**src/rtl/uart_pkg.sv**
```systemverilog
// Shared UART types and constants.
// Detector state encoding and FIFO entry layout.
package uart_pkg;

  localparam int DATA_BITS     = 8;
  localparam int TICKS_PER_BIT = 16;

  typedef enum logic [0:0] {
    DET_IDLE,
    DET_LOW
  } det_state_e;

  typedef struct packed {
    logic                 frame_err;
    logic [DATA_BITS-1:0] data;
  } fifo_entry_t;

endpackage

```
**src/rtl/uart_sync_fifo.sv**
```systemverilog
// Generic first-word-fall-through FIFO with occupancy count.
// Ports: push_i/wr_data_i, pop_i/rd_data_o, full_o, empty_o, count_o.
module uart_sync_fifo #(
  parameter int WIDTH = 9,
  parameter int DEPTH = 16,
  localparam int AW = $clog2(DEPTH)
) (
  input  logic             clk,
  input  logic             rst,
  input  logic             push_i,
  input  logic [WIDTH-1:0] wr_data_i,
  input  logic             pop_i,
  output logic [WIDTH-1:0] rd_data_o,
  output logic             full_o,
  output logic             empty_o,
  output logic [AW:0]      count_o
);

  logic [WIDTH-1:0] mem_q [DEPTH];
  logic [AW:0] wr_ptr_q, wr_ptr_d;
  logic [AW:0] rd_ptr_q, rd_ptr_d;
  logic [AW:0] count_q, count_d;
  logic        do_push, do_pop;

  assign empty_o = (wr_ptr_q == rd_ptr_q);
  assign full_o  = (wr_ptr_q[AW] != rd_ptr_q[AW]) &&
                   (wr_ptr_q[AW-1:0] == rd_ptr_q[AW-1:0]);

  assign do_pop  = pop_i & ~empty_o;
  // A same-cycle pop frees the slot, so full does not block the write.
  assign do_push = push_i & (~full_o | do_pop);

  assign rd_data_o = mem_q[rd_ptr_q[AW-1:0]];
  assign count_o   = count_q;

  always_comb begin
    wr_ptr_d = wr_ptr_q;
    rd_ptr_d = rd_ptr_q;
    count_d  = count_q;
    if (do_push) wr_ptr_d = wr_ptr_q + 1'b1;
    if (do_pop)  rd_ptr_d = rd_ptr_q + 1'b1;
    unique case (1'b1)
      do_push & ~do_pop: count_d = count_q + 1'b1;
      do_pop & ~do_push: count_d = count_q - 1'b1;
      default:           count_d = count_q;
    endcase
  end

  always_ff @(posedge clk or posedge rst) begin
    if (rst) begin
      wr_ptr_q <= '0;
      rd_ptr_q <= '0;
      count_q  <= '0;
    end else begin
      wr_ptr_q <= wr_ptr_d;
      rd_ptr_q <= rd_ptr_d;
      count_q  <= count_d;
    end
  end

  always_ff @(posedge clk) begin
    if (do_push) mem_q[wr_ptr_q[AW-1:0]] <= wr_data_i;
  end

endmodule

```
**src/rtl/uart_rx_fifo.sv**
```systemverilog
// Turns completed UART receiver frames into FIFO entries on a
// valid/ready stream, with frame-error tag and sticky overflow.
// In: rx_baud_tick/rx_ready/rx_data/rx_error, m_ready, clear_overflow.
// Out: m_valid/m_data/m_frame_err, fifo_count, overflow.
module uart_rx_fifo
  import uart_pkg::*;
#(
  parameter int DATA_BITS     = uart_pkg::DATA_BITS,
  parameter int DEPTH         = 16,
  parameter int MIN_LOW_TICKS = TICKS_PER_BIT * (DATA_BITS + 1),
  localparam int AW  = $clog2(DEPTH),
  localparam int LCW = $clog2(MIN_LOW_TICKS + 1)
) (
  input  logic                 clk,
  input  logic                 rst,
  input  logic                 rx_baud_tick,
  input  logic                 rx_ready,
  input  logic [DATA_BITS-1:0] rx_data,
  input  logic                 rx_error,
  output logic                 m_valid,
  input  logic                 m_ready,
  output logic [DATA_BITS-1:0] m_data,
  output logic                 m_frame_err,
  output logic [AW:0]          fifo_count,
  output logic                 overflow,
  input  logic                 clear_overflow
);

  localparam logic [LCW-1:0] MIN_CNT = LCW'(MIN_LOW_TICKS);

  det_state_e     state_q, state_d;
  logic           armed_q, armed_d;
  logic [LCW-1:0] low_cnt_q, low_cnt_d;
  logic           rdy_q;
  logic           ovf_q, ovf_d;
  logic           fall, rise, cap;
  logic           full, empty, pop, drop;
  logic [DATA_BITS:0] rd_word;

  assign fall = rdy_q & ~rx_ready;
  assign rise = ~rdy_q & rx_ready;

  always_comb begin
    state_d   = state_q;
    armed_d   = armed_q;
    low_cnt_d = low_cnt_q;
    cap       = 1'b0;
    unique case (state_q)
      DET_IDLE: begin
        if (fall) begin
          state_d   = DET_LOW;
          low_cnt_d = '0;
          armed_d   = 1'b1;
        end else if (rise) begin
          armed_d = 1'b0;
        end
      end
      DET_LOW: begin
        if (rise) begin
          // Short lows are aborted start bits; only full frames count.
          cap     = armed_q && (low_cnt_q >= MIN_CNT);
          armed_d = 1'b0;
          state_d = DET_IDLE;
        end else if (rx_baud_tick && (low_cnt_q != MIN_CNT)) begin
          low_cnt_d = low_cnt_q + 1'b1;
        end
      end
      default: state_d = DET_IDLE;
    endcase
  end

  assign pop  = m_valid & m_ready;
  assign drop = cap & full & ~pop;

  always_comb begin
    ovf_d = ovf_q;
    if (clear_overflow) ovf_d = 1'b0;
    if (drop)           ovf_d = 1'b1;
  end

  always_ff @(posedge clk or posedge rst) begin
    if (rst) begin
      state_q   <= DET_IDLE;
      armed_q   <= 1'b0;
      low_cnt_q <= '0;
      rdy_q     <= 1'b0;
      ovf_q     <= 1'b0;
    end else begin
      state_q   <= state_d;
      armed_q   <= armed_d;
      low_cnt_q <= low_cnt_d;
      rdy_q     <= rx_ready;
      ovf_q     <= ovf_d;
    end
  end

  uart_sync_fifo #(
    .WIDTH (DATA_BITS + 1),
    .DEPTH (DEPTH)
  ) u_fifo (
    .clk       (clk),
    .rst       (rst),
    .push_i    (cap),
    .wr_data_i ({rx_error, rx_data}),
    .pop_i     (pop),
    .rd_data_o (rd_word),
    .full_o    (full),
    .empty_o   (empty),
    .count_o   (fifo_count)
  );

  assign m_valid     = ~empty;
  assign m_data      = rd_word[DATA_BITS-1:0];
  assign m_frame_err = rd_word[DATA_BITS];
  assign overflow    = ovf_q;

endmodule

```
**config.mk**
```make
export PLATFORM = sky130hd
export DESIGN_NAME = uart_rx_fifo
export DESIGN_NICKNAME = d
export VERILOG_FILES = /design/src/rtl/uart_pkg.sv /design/src/rtl/uart_sync_fifo.sv /design/src/rtl/uart_rx_fifo.sv
export SDC_FILE = /design/constraint.sdc
export NUM_CORES = 1
export LEC_CHECK = 0
export ABC_AREA = 1
export CAP_MARGIN = 0
export CORE_ASPECT_RATIO = 0.7
export CORE_MARGIN = 10
export CORE_UTILIZATION = 38
export CTS_BUF_LIST = sky130_fd_sc_hd__clkbuf_8 sky130_fd_sc_hd__clkbuf_16
export DETAILED_ROUTE_END_ITERATION = 10
export GPL_TIMING_DRIVEN = 0
export PLACE_DENSITY_LB_ADDON = 0.15
export SYNTH_ARGS = -nofsm -noshare
export SYNTH_HDL_FRONTEND = slang
export SYNTH_SLANG_ARGS = --single-unit
```
**constraint.sdc**
```tcl
create_clock -name clk -period 2.3 [get_ports clk]
set_clock_uncertainty 0.15 [all_clocks]
set_input_delay 0.46 -clock clk [delete_from_list [all_inputs] [get_ports clk]]
set_output_delay 0.46 -clock clk [all_outputs]
set_load 0.05 [all_outputs]
```
==> results.txt, run 1 <==
grt ovf -> 0
antenna viol nets, final -> 0
fin nets -> 703
status -> finished with violations
PwrDens -> 1290 mW/mm^2
DRC -> 0
WL/cell -> 21.7 um
minimum clock period -> 2710 ps
ranking of synthesized cells by area -> edfxtp_1 (60%), dfrtp_1 (9.5%), o21ai_0 (5.5%)
vias in the first global route -> 4958
critical path's largest stage delay -> 430 ps
PortBufs -> 30
Initial DRC Count -> 504
CP cell instances -> inv_2 -> buf_4 -> buf_8 -> o21ai_0 -> o22ai_2 -> nand2_1 -> nand3_1 -> buf_6
DR vias/cell -> 5.43
clk sinks -> 171
Diodes inserted -> 0
ys async rst share -> 0.158
worst r2r src -> u_fifo.rd_ptr_q[1]
Yosys reg bits -> 171
VDD IR max -> 0.000622 V
CTS max path bufs -> 2
CP max stage cell -> dfrtp_1
Cells on Worst Hold Path -> 2
initial antenna violation count -> 0
area added between synthesis and finish -> 33.1%
CTS clk-pin slew, worst paths -> 70 ps
Synth area leader -> edfxtp_1
io pins -> 31
Period Utilization, post-route -> 1.18
worst-margin pin slew -> 1110 ps
delay-heaviest family, CP -> buffers and inverters
Worst Path Buf+Inv -> 4
R2R Path End -> u_fifo.count_o[3]
CTS tree -> built
global-route usage over all layers -> 0.161
die width -> 184 um
core footprint -> 0.0183 sq mm
row count -> 41
Worst-Skew Late Latency -> 440 ps
Critical Path End Type -> output pin
Netlist cell types -> 33
worst reg-to-reg path cell count -> 14
vias -> 5042
Die ar. -> 0.0248 sq mm
failing checks -> negative setup slack
CP required -> 1690 ps
largest net degree at the start of global routing -> 28
CP Launch Type -> register
cell area after synthesis -> 0.00715 sq mm
worst setup margin -> -413 ps
Routed WL -> 20.2 mm
slew margin rel. -> 0.261
yosys warns -> 0
first-pass GRT wire length -> 29.7 mm
Highest Clock Rate -> 369 MHz
CTS Hold Bufs -> 0
Min-Delay Path Class -> reg -> reg
WS Path Type -> reg -> out
Crit. path cell count -> 8
worst path arrival time -> 2100 ps
Static Leakage -> 3.44 nW
GP Congestion -> 0.887
Hold Fails Final Rpt -> 0
Hold Startpoint -> armed_q
Detailed Routing Iterations Pass 1 -> 5
post-route cell area -> 0.00951 sq mm
Hold Path Sink -> armed_q
Synth Flop Type -> edfxtp_1
Max-Cap Viols -> 0
r2r setup slk -> 110 ps
root buffer cell -> clkbuf_16
Slew Limit Fails -> 0
Mapped Avg Cell Area -> 11.9 sq um
H-tree levels -> 4
Tot Pwr -> 12.2 mW
syn nets -> 623
Starting Density -> 0.391
setup violators final -> 9
Critical Path Fanout Max -> 10
placed cell areas -> 0.00774 sq mm
die height -> 135 um
number of synthesized flops with an enable pin -> 144
share of cells above drive strength 1 -> 0.273
clock buffer count from CTS -> 17
cell count after synthesis -> 599
sequential area share after synthesis -> 0.699
final HPWL from detailed placement -> 12.8 mm
post-synth top area share -> 0.605
RSZ-0062 raised after global routing -> yes
-- what timing repair did --
item,CTS,global route
endpoints found under the setup margin,160,157
resized for setup,221,67
cloned,2,2
setup buffers,11,16
pin swaps,24,30
-- state kept, by name, indices dropped and copies added, names as in the netlist --
register and count:
state_q 1, u_fifo.mem_q 144, u_fifo.wr_ptr_q 5, armed_q 1
u_fifo.rd_ptr_q 5, low_cnt_q 8, u_fifo.count_o 5, overflow 1
rdy_q 1
-- stage by stage --
step	std cells	hold WS [ps]	worst slack, ps	setup TNS, ps	utilization
after CTS	910	334	-386	-3550	0.495
after floorplan	599	292	58.6	0	-
after global placement	865	313	-1290	-119180	0.424
after global routing	928	346	-490	-3980	0.521
after detailed placement	865	318	-1320	-127260	0.424
final	928	331	-413	-3320	0.521
-- cells by family after synthesis --
kind of cell | synth area share
AO/OA/AOI/OAI | 0.105
XOR/XNOR | 0.0158
adder cells (fa/ha/maj) | 0.0168
buffers and inverters | 0.0334
flip-flops | 0.699
AND/OR/NAND/NOR | 0.130
-- where the power goes --
part | switching, mW | total (mW) | leakage (nW) | internal (mW)
Clock | 1.19 | 2.85 | 0.287 | 1.67
Combinational | 3.56 | 5.73 | 1.54 | 2.17
Sequential | 0.154 | 3.65 | 1.62 | 3.49
-- cell type report --
| class | count | area, sq um |
|---|---|---|
| Fill cell | 1538 | 8750 |
| Sequential cell | 171 | 5000 |
| Multi-Input combinational cell | 367 | 2330 |
| Timing Repair Buffer | 60 | 753 |
| Clock buffer | 22 | 505 |
| Buffer | 27 | 400 |
| Tap cell | 236 | 295 |
| Inverter | 35 | 139 |
| Clock inverter | 10 | 88.8 |
-- cells in the mapped netlist, types with 3 or more instances --
cell type / instances
nand3_1: 25
ha_1: 8
a21oi_1: 4
o21ai_0: 79
inv_2: 8
xor2_1: 8
nand4_1: 4
o22ai_1: 24
nand2_2: 8
dfrtp_1: 27
nor2_1: 105
o211ai_1: 5
nand2_1: 64
xnor2_1: 3
edfxtp_1: 144
clkbuf_1: 24
inv_1: 25
o221ai_1: 13
-- cells in the final DEF (no fill, tap or decap), drive strengths merged, types with 2 or more instances in the layout --
| cell type | n |
|---|---|
| edfxtp | 144 |
| nor2 | 109 |
| o21ai | 81 |
| nand2 | 72 |
| buf | 48 |
| clkbuf | 41 |
| inv | 37 |
| nand3 | 28 |
| dfrtp | 27 |
| o22ai | 24 |
| clkdlybuf4s50 | 15 |
| o221ai | 13 |
| xor2 | 9 |
| ha | 8 |
| o211ai | 5 |
| nand4 | 5 |
| a21oi | 4 |
| clkinvlp | 4 |
| dlygate4sd2 | 4 |
| xnor2 | 3 |
| clkinv | 3 |
| nor3 | 2 |
-- worst register-to-register path, delay by kind of cell (launching register included) --
family | cells | cell delay (ps)
and+or+nand+nor | 7 | 610
AOI/OAI and AO/OA | 2 | 190
DFF | 1 | 440
buffers and inverters | 3 | 300
xor gates and xnor gates | 1 | 160
adders and majority gates | 1 | 250
-- layer usage --
metal  track usage  vias up  wire length (um)
met1         0.243     2522              9640
met4        0.0495        0               270
met2         0.225      186              8650
li1              -     2306                 -
met3        0.0327       28              1590
met5             0        -                 0
-- worst max-delay path by stage --
stage	startpoint	end	slack, ps
floorplan	u_fifo.rd_ptr_q[1]	m_data[1]	60
global placement	u_fifo.rd_ptr_q[1]	m_data[2]	-1290
detailed placement	u_fifo.rd_ptr_q[1]	m_data[2]	-1320
CTS	u_fifo.rd_ptr_q[0]	m_data[5]	-390
global route	u_fifo.rd_ptr_q[1]	m_data[1]	-490
finish	u_fifo.rd_ptr_q[0]	m_data[5]	-410
Power figures use the tool's default switching activity.
==> run 2, diff against run 1 <==
--- a/config.mk
+++ b/config.mk
@@ -6,7 +6,6 @@
 export NUM_CORES = 1
 export LEC_CHECK = 0
 export ABC_AREA = 1
-export CAP_MARGIN = 0
 export CORE_ASPECT_RATIO = 0.7
 export CORE_MARGIN = 10
 export CORE_UTILIZATION = 38
==> results of run 2 <==
The final DEF is identical to that of run 1; final timing and power are the same.
